**config.mk**
```make
export PLATFORM = sky130hd
export DESIGN_NAME = i2c_txshift
export DESIGN_NICKNAME = d
export VERILOG_FILES = /design/src/rtl/i2c_txshift.sv
export SDC_FILE = /design/constraint.sdc
export NUM_CORES = 1
export LEC_CHECK = 0
export CAP_MARGIN = 10
export CORE_AREA = 2 2 48 50
export CTS_CLUSTER_DIAMETER = 100
export DETAILED_ROUTE_END_ITERATION = 6
export DIE_AREA = 0 0 50 52
export PLACE_DENSITY = 0.72
export SLEW_MARGIN = 20
export SYNTH_ARGS = -nofsm -noshare
export SYNTH_HDL_FRONTEND = slang
export SYNTH_SLANG_ARGS = --single-unit
```
**constraint.sdc**
```tcl
create_clock -name clk -period 1.8 [get_ports clk]
set_input_delay 0.45 -clock clk [delete_from_list [all_inputs] [get_ports clk]]
set_output_delay 0.45 -clock clk [all_outputs]
set_load 0.1 [all_outputs]
```
**src/rtl/i2c_txshift.sv**
```systemverilog
// I2C transmit byte engine: pops TX FIFO bytes, serialises them MSB-first to the
// bit controller and samples the ACK slot. Optional tx_cnt counter: I2C_TXSHIFT_CNT_EN.
module i2c_txshift #(
   parameter int DATA_WIDTH = 8,
   parameter int CNT_BITS   = 4
) (
   input  logic                  clk,
   input  logic                  rst,
   input  logic                  start,
   input  logic                  abort,
   input  logic                  fifo_empty,
   input  logic [DATA_WIDTH-1:0] fifo_do,
   output logic                  fifo_rd_n,
   output logic                  bit_req,
   output logic                  bit_sda,
   input  logic                  bit_ack,
   input  logic                  bit_din,
   output logic                  busy,
   output logic                  done,
   output logic                  nack,
   output logic [CNT_BITS-1:0]   tx_cnt
);

   localparam int BC_W = (DATA_WIDTH > 1) ? $clog2(DATA_WIDTH) : 1;
   localparam logic [BC_W-1:0] BC_LAST = BC_W'(DATA_WIDTH - 1);

   localparam logic [2:0] S_IDLE  = 3'd0;
   localparam logic [2:0] S_FETCH = 3'd1;
   localparam logic [2:0] S_SHIFT = 3'd2;
   localparam logic [2:0] S_ACK   = 3'd3;
   localparam logic [2:0] S_DONE  = 3'd4;

   logic [2:0]            r_state;
   logic [2:0]            w_next;
   logic [DATA_WIDTH-1:0] r_shreg;
   logic [BC_W-1:0]       r_bitcnt;
   logic                  r_nack;
   logic                  w_accept;
   logic                  w_ack_slot;

   // abort blocks every transition, including a start arriving in IDLE
   assign w_accept   = (r_state == S_IDLE) && start && !abort;
   assign w_ack_slot = (r_state == S_ACK) && bit_ack && !abort;

   always_comb begin
      w_next = r_state;
      if (abort) begin
         w_next = S_IDLE;
      end else begin
         case (r_state)
            S_IDLE:  if (start) w_next = fifo_empty ? S_DONE : S_FETCH;
            S_FETCH: w_next = S_SHIFT;
            S_SHIFT: if (bit_ack && (r_bitcnt == '0)) w_next = S_ACK;
            S_ACK:   if (bit_ack) w_next = (bit_din || fifo_empty) ? S_DONE : S_FETCH;
            S_DONE:  w_next = S_IDLE;
            default: w_next = S_IDLE;
         endcase
      end
   end

   always_ff @(posedge clk or posedge rst) begin
      if (rst) r_state <= S_IDLE;
      else     r_state <= w_next;
   end

   always_ff @(posedge clk or posedge rst) begin
      if (rst) begin
         r_shreg  <= '0;
         r_bitcnt <= '0;
      end else if (!abort) begin
         if (r_state == S_FETCH) begin
            r_shreg  <= fifo_do;
            r_bitcnt <= BC_LAST;
         end else if ((r_state == S_SHIFT) && bit_ack) begin
            r_shreg  <= {r_shreg[DATA_WIDTH-2:0], 1'b0};
            if (r_bitcnt != '0) r_bitcnt <= r_bitcnt - 1'b1;
         end
      end
   end

   always_ff @(posedge clk or posedge rst) begin
      if (rst)                        r_nack <= 1'b0;
      else if (w_accept)              r_nack <= 1'b0;
      else if (w_ack_slot && bit_din) r_nack <= 1'b1;
   end

`ifdef I2C_TXSHIFT_CNT_EN
   logic [CNT_BITS-1:0] r_tx_cnt;

   always_ff @(posedge clk or posedge rst) begin
      if (rst)
         r_tx_cnt <= '0;
      else if (w_accept)
         r_tx_cnt <= '0;
      else if (w_ack_slot && !bit_din && (r_tx_cnt != '1))
         r_tx_cnt <= r_tx_cnt + 1'b1;
   end

   assign tx_cnt = r_tx_cnt;
`else
   assign tx_cnt = '0;
`endif

   // every output is a pure decode of registered state
   assign fifo_rd_n = (r_state != S_FETCH);
   assign bit_req   = (r_state == S_SHIFT) || (r_state == S_ACK);
   assign bit_sda   = (r_state == S_SHIFT) ? r_shreg[DATA_WIDTH-1] : 1'b1;
   assign busy      = (r_state != S_IDLE);
   assign done      = (r_state == S_DONE);
   assign nack      = r_nack;

endmodule

```
---- After elaboration in Yosys (flattened, before gate mapping) ----
Index checks and enable logic that the tools add are counted.
storage, ports and cells
  logic and storage cells ................. 49
  output and inout bits ................... 10
  flip-flop bits (word level) ............. 15
operators by class
  equality and inequality tests ........... 8
  bitwise operators ....................... 1
  multiplexer cells ....................... 15
  reductions and logical operators ........ 20
  add/sub/neg operators ................... 1
operator list
  operator               count
  $mux W3                9
  $mux W8                2
  $pmux W3 S4            1
  $ne A3 B3 Y1 const B   3
  $logic_and A1 B1 Y1    7
  $eq A3 B2 Y1 const B   2
  $logic_not A3 Y1       2
  $reduce_and A3 Y1      2
  $reduce_bool A2 Y1     3
  $reduce_bool A3 Y1     2
  $eq A3 B1 Y1 const B   1
  $eq A3 B3 Y1 const B   1
  $mux W1                3
  $ne A3 B1 Y1 const B   1
  $sub A3 B1 Y3 const B  1
  $logic_or A1 B1 Y1     2
  $reduce_and A2 Y1      1
  $logic_not A1 Y1       1
  $not A1 Y1             1

---- Longest topological paths before layout ----
  depth after elaboration ................. 6
  depth in mapped cells ................... 6
  gate-level depth less buffers ........... 6

---- Least setup slack after synthesis ----
OpenSTA, ideal clock, no wires.
  path kind ............................... register to output
  from .................................... register r_state[1]
  to ...................................... output bit_sda
  data arrival time ....................... 2,193 ps
  cell stages (with the launch flop) ...... 4
  slack ................................... -843 ps
  buffers on the path ..................... 1
  cells stage by stage .................... dfrtp_1 > buf_6 > and2b_1 > nand2_1
on the way
  word-level cells in the longest chain between the ends .. 2
RTL lines
  what                      line  RTL
  start: declaration        33    logic [2:0] r_state;
  start signal: assignment  63    else r_state <= w_next;
  $eq A3 B2 Y1              107   assign bit_sda = (r_state == S_SHIFT) ? r_shreg[DATA_WIDTH-1] : 1'b1;
  $mux W1                   107
  end: declaration          15    output logic bit_sda,
No other way between the ends.

---- Final worst setup path ----
  from .................................... register r_state[0]
  to ...................................... output busy
on the way
  word-level cells in the longest chain between the ends .. 1
RTL lines
  what                line  RTL
  $reduce_bool A3 Y1  108   assign busy = (r_state != S_IDLE);
  end: declaration    18    output logic busy,
No other way between the ends.

==> reports/metrics.yaml <==
status: "finished, final reports clean"
critPathLaunchType: "flop"
worst_setup_path_end_kind: "primary output"
cts_buffers: 3
cts_sinks: 15
seqPwrFrac: 0.399
final_cell_mix: "clkdlybuf4s50_1, nand2_1, dfrtp_1, nor2_1, buf_4"
dr.pass1.iters: 3
final_cell_area_um2: 1310
via_per_inst: 5.01
cp_slowest_cell: "dfrtp_2"
dp_slack_ns: -0.0233
rsz0062_at_grt: "true"
fin_nets: 151
p_comb_frac: 0.457
setup_ws_ns: 0.0268
setup_viol: 0
path_buf_inv: 1
async_flop_share: 1.00
rows: 17
drc: 0
grt_max_degree: 16
syn-cell-area_um2: 915
grt_use_met2: 0.296
powerDensity_nw_per_um2: 992
yosysSeqAreaShare: 0.410
syn_inst: 102
grt_use_met1: 0.179
dieArea_um2: 2600
grt-busiest-layer: "met2"
cts_max_level: 1
drt-wirelength-per-cell_um: 11.7
fillers: 188
regArea_um2: 379
antenna_left: 0
final_common_cell: "clkdlybuf4s50_1"
fin_worst_skew_ns: 0.00352
synthToLayoutAreaGrowth_pct: 42.7
grt.overflow.total: 0
post_dp_cell_area_um2: 1240
drt_iter0_drc: 3
min_path_type: "input port to async pin"
synth_edf_count: 0
crit_type: "flop to primary output"
switching_share: 0.394
first_global_vias: 792
maxCapViolCount: 0
synth_ff_type: "dfrtp_1"
final_hold_viol_count: 0
finalCritPeriodShare: 0.985
critPathRequiredTime_ns: 1.35
cp_max_fo: 7
final_max_slew_viol_count: 0
hold_ws_ns: 0.459
clock_power_share: 0.143
multiInputGateArea_um2: 483
portBuffers: 20
place_congestion: 0.800
grtUsageTotal: 0.158
grt_pass1_wl_um: 3170
core_area_um2: 2110
cts-root-buf: "clkbuf_4"
grt_antenna_before_repair: 0
internal_power_uw: 785
power_leakage_uw: 0.000583
ir_drop_mv: 0.561
grtUsageMet3: 0.0230
via_count: 807
start_util: 0.434
slowest_delay_ns: 0.46
arrival_ns: 1.32
clk_pin_slew_ns: 0.08
ys_ff_latch: 15
die_y_um: 52
yosysWarnings: 0
fmax_mhz: 564
cts_tree: "built"
num_antenna_cells: 0
netSwitchingPower_uw: 509
crit_family: "flip-flops"
syn_area_per_cell_um2: 8.97
cts_buffer_depth: 2
worstPathCellList: "or3_4 > buf_12"
io_pins: 25
routed_wl_um: 1880
drive_gt1_frac: 0.271
finalCriticalPeriod_ns: 1.77
dp_hpwl_um: 1440
synth.distinct_cells: 35
final_core_util: 0.620
clock_latency_ns: 0.28
die_w_um: 50
[synth_stat cells (2+ instances only)]
library cell   n  area share
o21ai_1        5       0.027
nor2b_1        2       0.014
o21ai_0        3       0.016
nor2_1        11       0.045
a21oi_1        4       0.022
buf_6          2       0.025
buf_4          4       0.033
a31oi_1        6       0.041
nor2_2         3       0.021
nand2_1       14       0.057
nand3b_1       3       0.025
inv_1          6       0.025
ha_1           2       0.027
dfrtp_1       15        0.41
nor3_1         2       0.011
[routing by layer]
layer / routed length, um / part of all wire
met1: 834 / 0.44
met2: 958 / 0.51
met3: 69 / 0.037
met4: 19 / 0.010
met5: 0 / 0
[power by group through the flow]
stage | Clock [uW] | Sequential, uW | Combinational [uW]
after floorplan | 0 | 503 | 427
after global placement | 0 | 520 | 550
after detailed placement | 0 | 523 | 572
after CTS | 192 | 521 | 575
after global routing | 206 | 532 | 646
final | 185 | 517 | 592
[logic make-up after synthesis]
kind of cell	Yosys count	synth area share
buf+inv	14	0.0916
compound gates	26	0.197
fa+ha+maj	2	0.0274
simple gates	44	0.270
flops	15	0.410
other cells	1	0.00410
[final timing paths]
kind | cells past startpoint | slack (ns) | start | to
max | 2 | 0.03 | r_state[0] | busy
min | 3 | 0.46 | rst | r_shreg[3]
max reg2reg | 5 | 0.30 | r_state[0] | r_bitcnt[2]
min reg2reg | 2 | 0.53 | r_shreg[1] | r_shreg[1]
max in group asynchronous | 3 | 1.16 | rst | r_state[1]
min in group clk | 2 | 0.53 | r_shreg[1] | r_shreg[1]
[sequential cells by signal, indices dropped and copies added, names as in the netlist]
name / count
r_state: 3
r_shreg: 8
nack: 1
r_bitcnt: 3
[area by class of cell]
class,instances,share of cell area
Tap cell,28,0.0268
Multi-Input combinational cell,76,0.370
Clock buffer,4,0.0201
Inverter,7,0.0221
Timing Repair Buffer,31,0.270
Sequential cell,15,0.291
[worst register-to-register path: cells and delay by family, from the launching register on]
kind	cells	cell delay, ns
compound gates	2	0.36
buf+inv	1	0.17
simple gates	2	0.42
flops	1	0.46
[per-stage QoR]
step                      cells  power (uW)  setup TNS, ns
after floorplan             105         929        -0.0556
after CTS                   157        1290       -0.00144
final                       161        1290              0
after detailed placement    153        1100        -0.0949
after global routing        161        1380       -0.00916
after global placement      153        1070              0
[what timing repair did]
action,in CTS,in global routing
buffers inserted,0,4
resized for setup,4,2
hold endpoints to repair,0,0
setup endpoints to repair,5,4
hold buffers,0,0
cloned,0,0
Note: power is estimated with default switching activity, not from simulation.
